`config.mk`:
```
export PLATFORM = sky130hd
export DESIGN_NAME = univ_shift_register
export DESIGN_NICKNAME = d
export VERILOG_FILES = /design/src/rtl/univ_shift_register.sv
export SDC_FILE = /design/constraint.sdc
export NUM_CORES = 1
export LEC_CHECK = 0
export ABC_CLOCK_PERIOD_IN_PS = 2850
export CAP_MARGIN = 20
export CORE_AREA = 2 2 57 59
export CTS_CLUSTER_DIAMETER = 120
export DETAILED_ROUTE_END_ITERATION = 12
export DIE_AREA = 0 0 59 61
export PLACE_DENSITY = 0.94
export SLEW_MARGIN = 20
export SYNTH_ARGS = -nofsm -noshare
export SYNTH_HDL_FRONTEND = slang
export SYNTH_SLANG_ARGS = --single-unit
```
`constraint.sdc`:
```
create_clock -name clk -period 2.85 [get_ports clk]
set_clock_uncertainty 0.1 [all_clocks]
set_input_delay 0.7125 -clock clk [delete_from_list [all_inputs] [get_ports clk]]
set_output_delay 0.7125 -clock clk [all_outputs]
set_load 0.1 [all_outputs]
```
`src/rtl/univ_shift_register.sv`:
```
// Universal shift register: single-cycle hold/load/shift/rotate/ASR/clear plus
// multi-step shift/rotate sequences that move one bit per enabled clock.
module univ_shift_register #(
    parameter int unsigned WIDTH   = 8,
    parameter int unsigned SHAMT_W = 4
) (
    input  logic               clk,
    input  logic               rst_n,
    input  logic               en,
    input  logic [2:0]         mode,
    input  logic [WIDTH-1:0]   d,
    input  logic               ser_in,
    input  logic               start,
    input  logic [SHAMT_W-1:0] amount,
    output logic [WIDTH-1:0]   q,
    output logic               ser_out_msb,
    output logic               ser_out_lsb,
    output logic               busy,
    output logic               done
);

    localparam logic [2:0] M_HOLD = 3'b000;
    localparam logic [2:0] M_LOAD = 3'b001;
    localparam logic [2:0] M_SHL  = 3'b010;
    localparam logic [2:0] M_SHR  = 3'b011;
    localparam logic [2:0] M_ROL  = 3'b100;
    localparam logic [2:0] M_ROR  = 3'b101;
    localparam logic [2:0] M_ASR  = 3'b110;
    localparam logic [2:0] M_CLR  = 3'b111;

    typedef enum logic {IDLE, RUN} state_t;

    state_t             state, state_n;
    logic [2:0]         op_r, op_n;
    logic [SHAMT_W-1:0] cnt, cnt_n;
    logic [WIDTH-1:0]   q_n;
    logic               busy_n, done_n;
    logic               seq_mode;

    // One step of any operation applied to the current contents.
    function automatic logic [WIDTH-1:0] step_q(
        input logic [2:0]       op,
        input logic [WIDTH-1:0] cur,
        input logic             si,
        input logic [WIDTH-1:0] din
    );
        logic [WIDTH-1:0] r;
        case (op)
            M_HOLD:  r = cur;
            M_LOAD:  r = din;
            M_SHL:   r = {cur[WIDTH-2:0], si};
            M_SHR:   r = {si, cur[WIDTH-1:1]};
            M_ROL:   r = {cur[WIDTH-2:0], cur[WIDTH-1]};
            M_ROR:   r = {cur[0], cur[WIDTH-1:1]};
            M_ASR:   r = {cur[WIDTH-1], cur[WIDTH-1:1]};
            M_CLR:   r = '0;
            default: r = cur;
        endcase
        return r;
    endfunction

    assign seq_mode    = (mode >= M_SHL) && (mode <= M_ASR);
    assign ser_out_msb = q[WIDTH-1];
    assign ser_out_lsb = q[0];

    always_ff @(posedge clk or negedge rst_n) begin
        if (!rst_n) begin
            state <= IDLE;
            op_r  <= M_HOLD;
            cnt   <= '0;
            q     <= '0;
            busy  <= 1'b0;
            done  <= 1'b0;
        end else begin
            state <= state_n;
            op_r  <= op_n;
            cnt   <= cnt_n;
            q     <= q_n;
            busy  <= busy_n;
            done  <= done_n;
        end
    end

    // Next-state logic; en=0 leaves every register at its current value.
    always_comb begin
        state_n = state;
        op_n    = op_r;
        cnt_n   = cnt;
        q_n     = q;
        busy_n  = busy;
        done_n  = done;
        if (en) begin
            done_n = 1'b0;
            case (state)
                IDLE: begin
                    if (start && seq_mode) begin
                        op_n    = mode;
                        cnt_n   = amount;
                        busy_n  = 1'b1;
                        state_n = RUN;
                    end else begin
                        q_n    = step_q(mode, q, ser_in, d);
                        done_n = start;
                    end
                end
                RUN: begin
                    if (cnt != '0) begin
                        q_n   = step_q(op_r, q, ser_in, d);
                        cnt_n = cnt - SHAMT_W'(1);
                    end else begin
                        busy_n  = 1'b0;
                        done_n  = 1'b1;
                        state_n = IDLE;
                    end
                end
                default: state_n = IDLE;
            endcase
        end
    end

endmodule

```
* Yosys cells after proc, flatten, opt, wreduce, memory -nomap -nowiden
Index checks and enable logic that the tools add are counted.
Operators by class: $add $sub $neg 1, bitwise gates (word level) 1, muxes and demuxes 17, equality and inequality tests 22, order comparisons 2, reduce and logical (&&, ||, !) cells 10
Operator list (number):
- $pmux W8 S7 | 2
- $eq A3 B3 Y1 const B | 8
- $mux W8 | 2
- $pmux W8 S2 | 1
- $ne A2 B2 Y1 const B | 7
- $eq A3 B2 Y1 const B | 4
- $reduce_and A3 Y1 | 3
- $mux W4 | 2
- $pmux W4 S2 | 1
- $reduce_and A7 Y1 | 1
- $eq A3 B1 Y1 const B | 2
- $logic_not A3 Y1 | 2
- $mux W1 | 6
- $pmux W1 S2 | 3
- $reduce_and A5 Y1 | 1
- $reduce_bool A4 Y1 | 1
- $sub A4 B1 Y4 const B | 1
- $ge A3 B2 Y1 const B | 1
- $le A3 B3 Y1 const B | 1
- $logic_and A1 B1 Y1 | 2
- $ne A2 B1 Y1 const B | 1
- $not A1 Y1 | 1
Storage, ports and cells: output and inout port bits 12, register bits 18, input bits 20, word-level logic and storage cells 60

* Logic depth before layout (Yosys ltp)
depth in word-level cells 5, gate-level depth with buffers 7, depth with buffers taken out 6

* Least setup slack after synthesis
Ideal clock, no wire load.
path kind reg-to-output, start register q[7], end output port q[7], buffers on the path 1, data required time 2037 ps, data arrival time 1424 ps, stages on the path, launching flop included 2, setup slack 613 ps, cells stage by stage dfrtp_1 buf_4
RTL lines:
- start: declaration | line 15 | output logic [WIDTH-1:0] q,
- start signal: assignment | line 78 | q <= q_n;
No word-level cell between the ends.

* Worst setup path after layout
start input port mode[0], end register q[1]
On the way: cells in the longest elaborated chain, start to end 5, elaborated cells on any way between the ends 18, those cells by class 2 x order compare; 9 x eq/ne; 3 x mux; 4 x reduce/logical
RTL lines:
- start: declaration | line 10 | input logic [2:0] mode,
- $ge A3 B2 Y1 or $le A3 B3 Y1 (tied branches) | line 62 | assign seq_mode = (mode >= M_SHL) && (mode <= M_ASR);
- $logic_and A1 B1 Y1 | line 62
- $logic_and A1 B1 Y1 | line 96 | if (start && seq_mode) begin
- $ne A2 B2 Y1 (no line)
- $reduce_and A5 Y1 (no line)
Several ways; a longest one is shown, not always the timed one. The select of a mux whose other input is x is not followed. A chain may end at the register's enable or synchronous reset.

==> metrics <==
Initial Util=54.66%; Layout area overhead=18.06%; postcts setup bufs=0; mean area per synthesized cell=9.384 um^2; Reg2Reg Capture Point=q[2]; Worst Setup Path Type=in2reg; Cell Area, Synth=0.001614 mm^2; antenna violations before repair=0; most frequent cells in the layout=19 x clkdlybuf4s50_1, 18 x dfrtp_1, 18 x buf_4, 17 x nor2_1, 14 x o21ai_0; crit start category=input port; pins over their slew limit=0; max_slew headroom=64.90%; Layout Nets=219; routed wire length=3809 um; Max Cap Viol=0; final worst path period share=86.04%; GP Congestion=0.9179; global route total overflow=0; area of the multi-input gates=a little over 0.001 mm^2; register area share after synthesis=27.91%; fillcell total=roughly 250; CTS max path bufs=2; Sink Count=18; Hold-fix buffers, CTS=0; CTS tree=yes; post-synthesis register bit count=18; CTS root buffer=clkbuf_4; Die X=59 um; vias=1452; Worst-Skew Late Latency=0.30 ns; Hold Crit Depth=2; Synthesized Nets=194; Final HPWL DP=2740 um; H-Tree Depth=1; setup_tns=0 ns; Die H=61 um; peak supply drop=0.001120 V; WP data arrival=~2.5 ns; Primary FF master, synth=dfrtp_1; crit path max fanout=11; Internal Power=0.9367 mW; CP Capture Type=register; Placeable Area=0.002953 mm^2; Fmax=roughly 0.41 GHz; number of port buffers=31; drt wl/cell=16.63 um; Power Density=1127 mW/mm^2; residual DRC count=0; ANT cells=0; DRT iter0 DRCs=66; post-route cell area=between 0.0015 and 0.002 mm^2; status=completed; via-per-instance ratio=6.341; commonest non-fill, non-tap cell in the layout=clkdlybuf4s50_1; Slew @ Worst Pin=0.5266 ns; asr flop ratio synth=100.0%; fraction of layout cells with a size suffix above 1=18.88%; NetSw=1.211 mW; Post-Synthesis Cells=172; io pins=32; unrepaired setup endpoints after global routing=false; Reg power frac=about 27%; post_cts resized=0; clock group share of total power=roughly 7.5%; YS warnings=0; GRT Overall Usage=24.36%; minimum clock period=2.452 ns; Num CTS Buffers=3; drt pass-1 iters=4; Worst R2R Start=cnt[0]; min-delay worst type=reg2reg; synth unique cells=47; leak pwr=slightly below 0.8 nW; Seq. cell area=450.4 um^2; vias in the first global route=1421; row count=20; largest net degree at the start of global routing=19; final hold vios=0; r2r setup slk=0.83 ns; Placement Cell Area=0.001869 mm^2; Post-synth EDFFs=0; Worst Path Required=2.93 ns; Logic pwr share=between 60% and 70%; Worst-path clk slew=0.12 ns; sw frac=56.39%; final setup fails=0; worst reg2reg path depth=6; first-pass GRT wire length=6810 um; Die ar.=0.003599 mm^2; hold endpoint=busy; Final ANT Viol Nets=0; hold_sp=busy
==> synth_stat cells, drive strengths merged, types with 2 or more instances <==
cell / count / area, um^2
a21boi: 2 / 15.02
a21oi: 4 / 20.02
a221o: 3 / 30.03
a221oi: 12 / 105.1
a31oi: 3 / 25.02
and3b: 2 / 17.52
buf: 12 / 92.58
clkbuf: 5 / 18.77
dfrtp: 18 / 450.4
ha: 2 / 25.02
inv: 5 / 18.77
mux2: 19 / 236.5
mux2i: 6 / 60.06
nand2: 10 / 37.54
nand2b: 2 / 12.51
nand3: 2 / 10.01
nand4: 2 / 12.51
nor2: 17 / 63.81
nor2b: 4 / 25.02
nor4b: 2 / 38.78
nor4bb: 2 / 20.02
o21ai: 14 / 70.07
o22ai: 2 / 12.51
o32ai: 6 / 52.55
or2: 2 / 12.51
==> power by group through the flow <==
stage	registers, mW	clock network, mW	logic, mW
2_1_floorplan	0.952	0	0.770
3_3_place_gp	0.572	0	1.38
3_5_place_dp	0.581	0	1.41
4_1_cts	0.577	0.166	1.41
5_1_grt	0.608	0.179	1.50
6_report	0.581	0.161	1.41
==> worst max path at each step <==
stage | startpoint | depth (start not counted) | endpoint
floorplan | q[7] | 1 | q[7]
global placement | mode[0] | 5 | q[5]
detailed placement | mode[0] | 5 | q[1]
CTS | mode[0] | 5 | q[1]
global route | mode[0] | 5 | q[1]
finish | mode[0] | 5 | q[1]
==> stage by stage <==
stage               power (mW)  setup slack, ns  std cells  hold slack [ns]  util, %
floorplan                1.722           0.6133        172           0.3169        -
global placement         1.955           0.1409        225           0.3657    63.31
detailed placement       1.989          0.08480        225           0.4001    63.31
CTS                      2.153           0.4066        229           0.4285    64.53
global route             2.288           0.3117        229           0.4472    64.53
finish                   2.148           0.3978        229           0.4179    64.53
==> flip-flops by register name, indices dropped and copies added, names as in the netlist <==
| register | cells |
|---|---|
| q | 8 |
| cnt | 4 |
| op_r | 3 |
| busy | 1 |
| done | 1 |
| state | 1 |
==> metal layers <==
metal / part of all wire [%] / vias up / GRT usage (%)
met1: 45 / 688 / 33.12
met3: 5.2 / 8 / 2.985
met4: 1.5 / 0 / 7.143
li1: - / 704 / -
met2: 49 / 52 / 40.79
met5: 0 / - / 0
==> cell type report <==
cell class | count | share of cell area (%)
multi-input combinational | 132 | 54.23
sequential | 18 | 23.64
timing repair buffer | 37 | 17.07
tap | 33 | 2.167
clock buffer | 4 | 1.904
inverter | 5 | 0.9849
==> critical path, cell delays in order <==
cell             delay (ns)
clkdlybuf4s50_1        0.74
and3b_1                0.33
a221oi_1               0.34
o32ai_1                0.14
mux2_4                 0.26
==> cell families (layout without fill, tap and decap cells) <==
group	Yosys count	after routing	share of synthesized area (%)
adders and majority gates	2	2	1.550
buffers and inverters	22	46	8.062
and+or+nand+nor	53	53	19.92
DFF	18	18	27.91
AOI/OAI and AO/OA	52	52	24.19
muxes	25	25	18.37
Note: power is estimated with default switching activity, not from simulation.
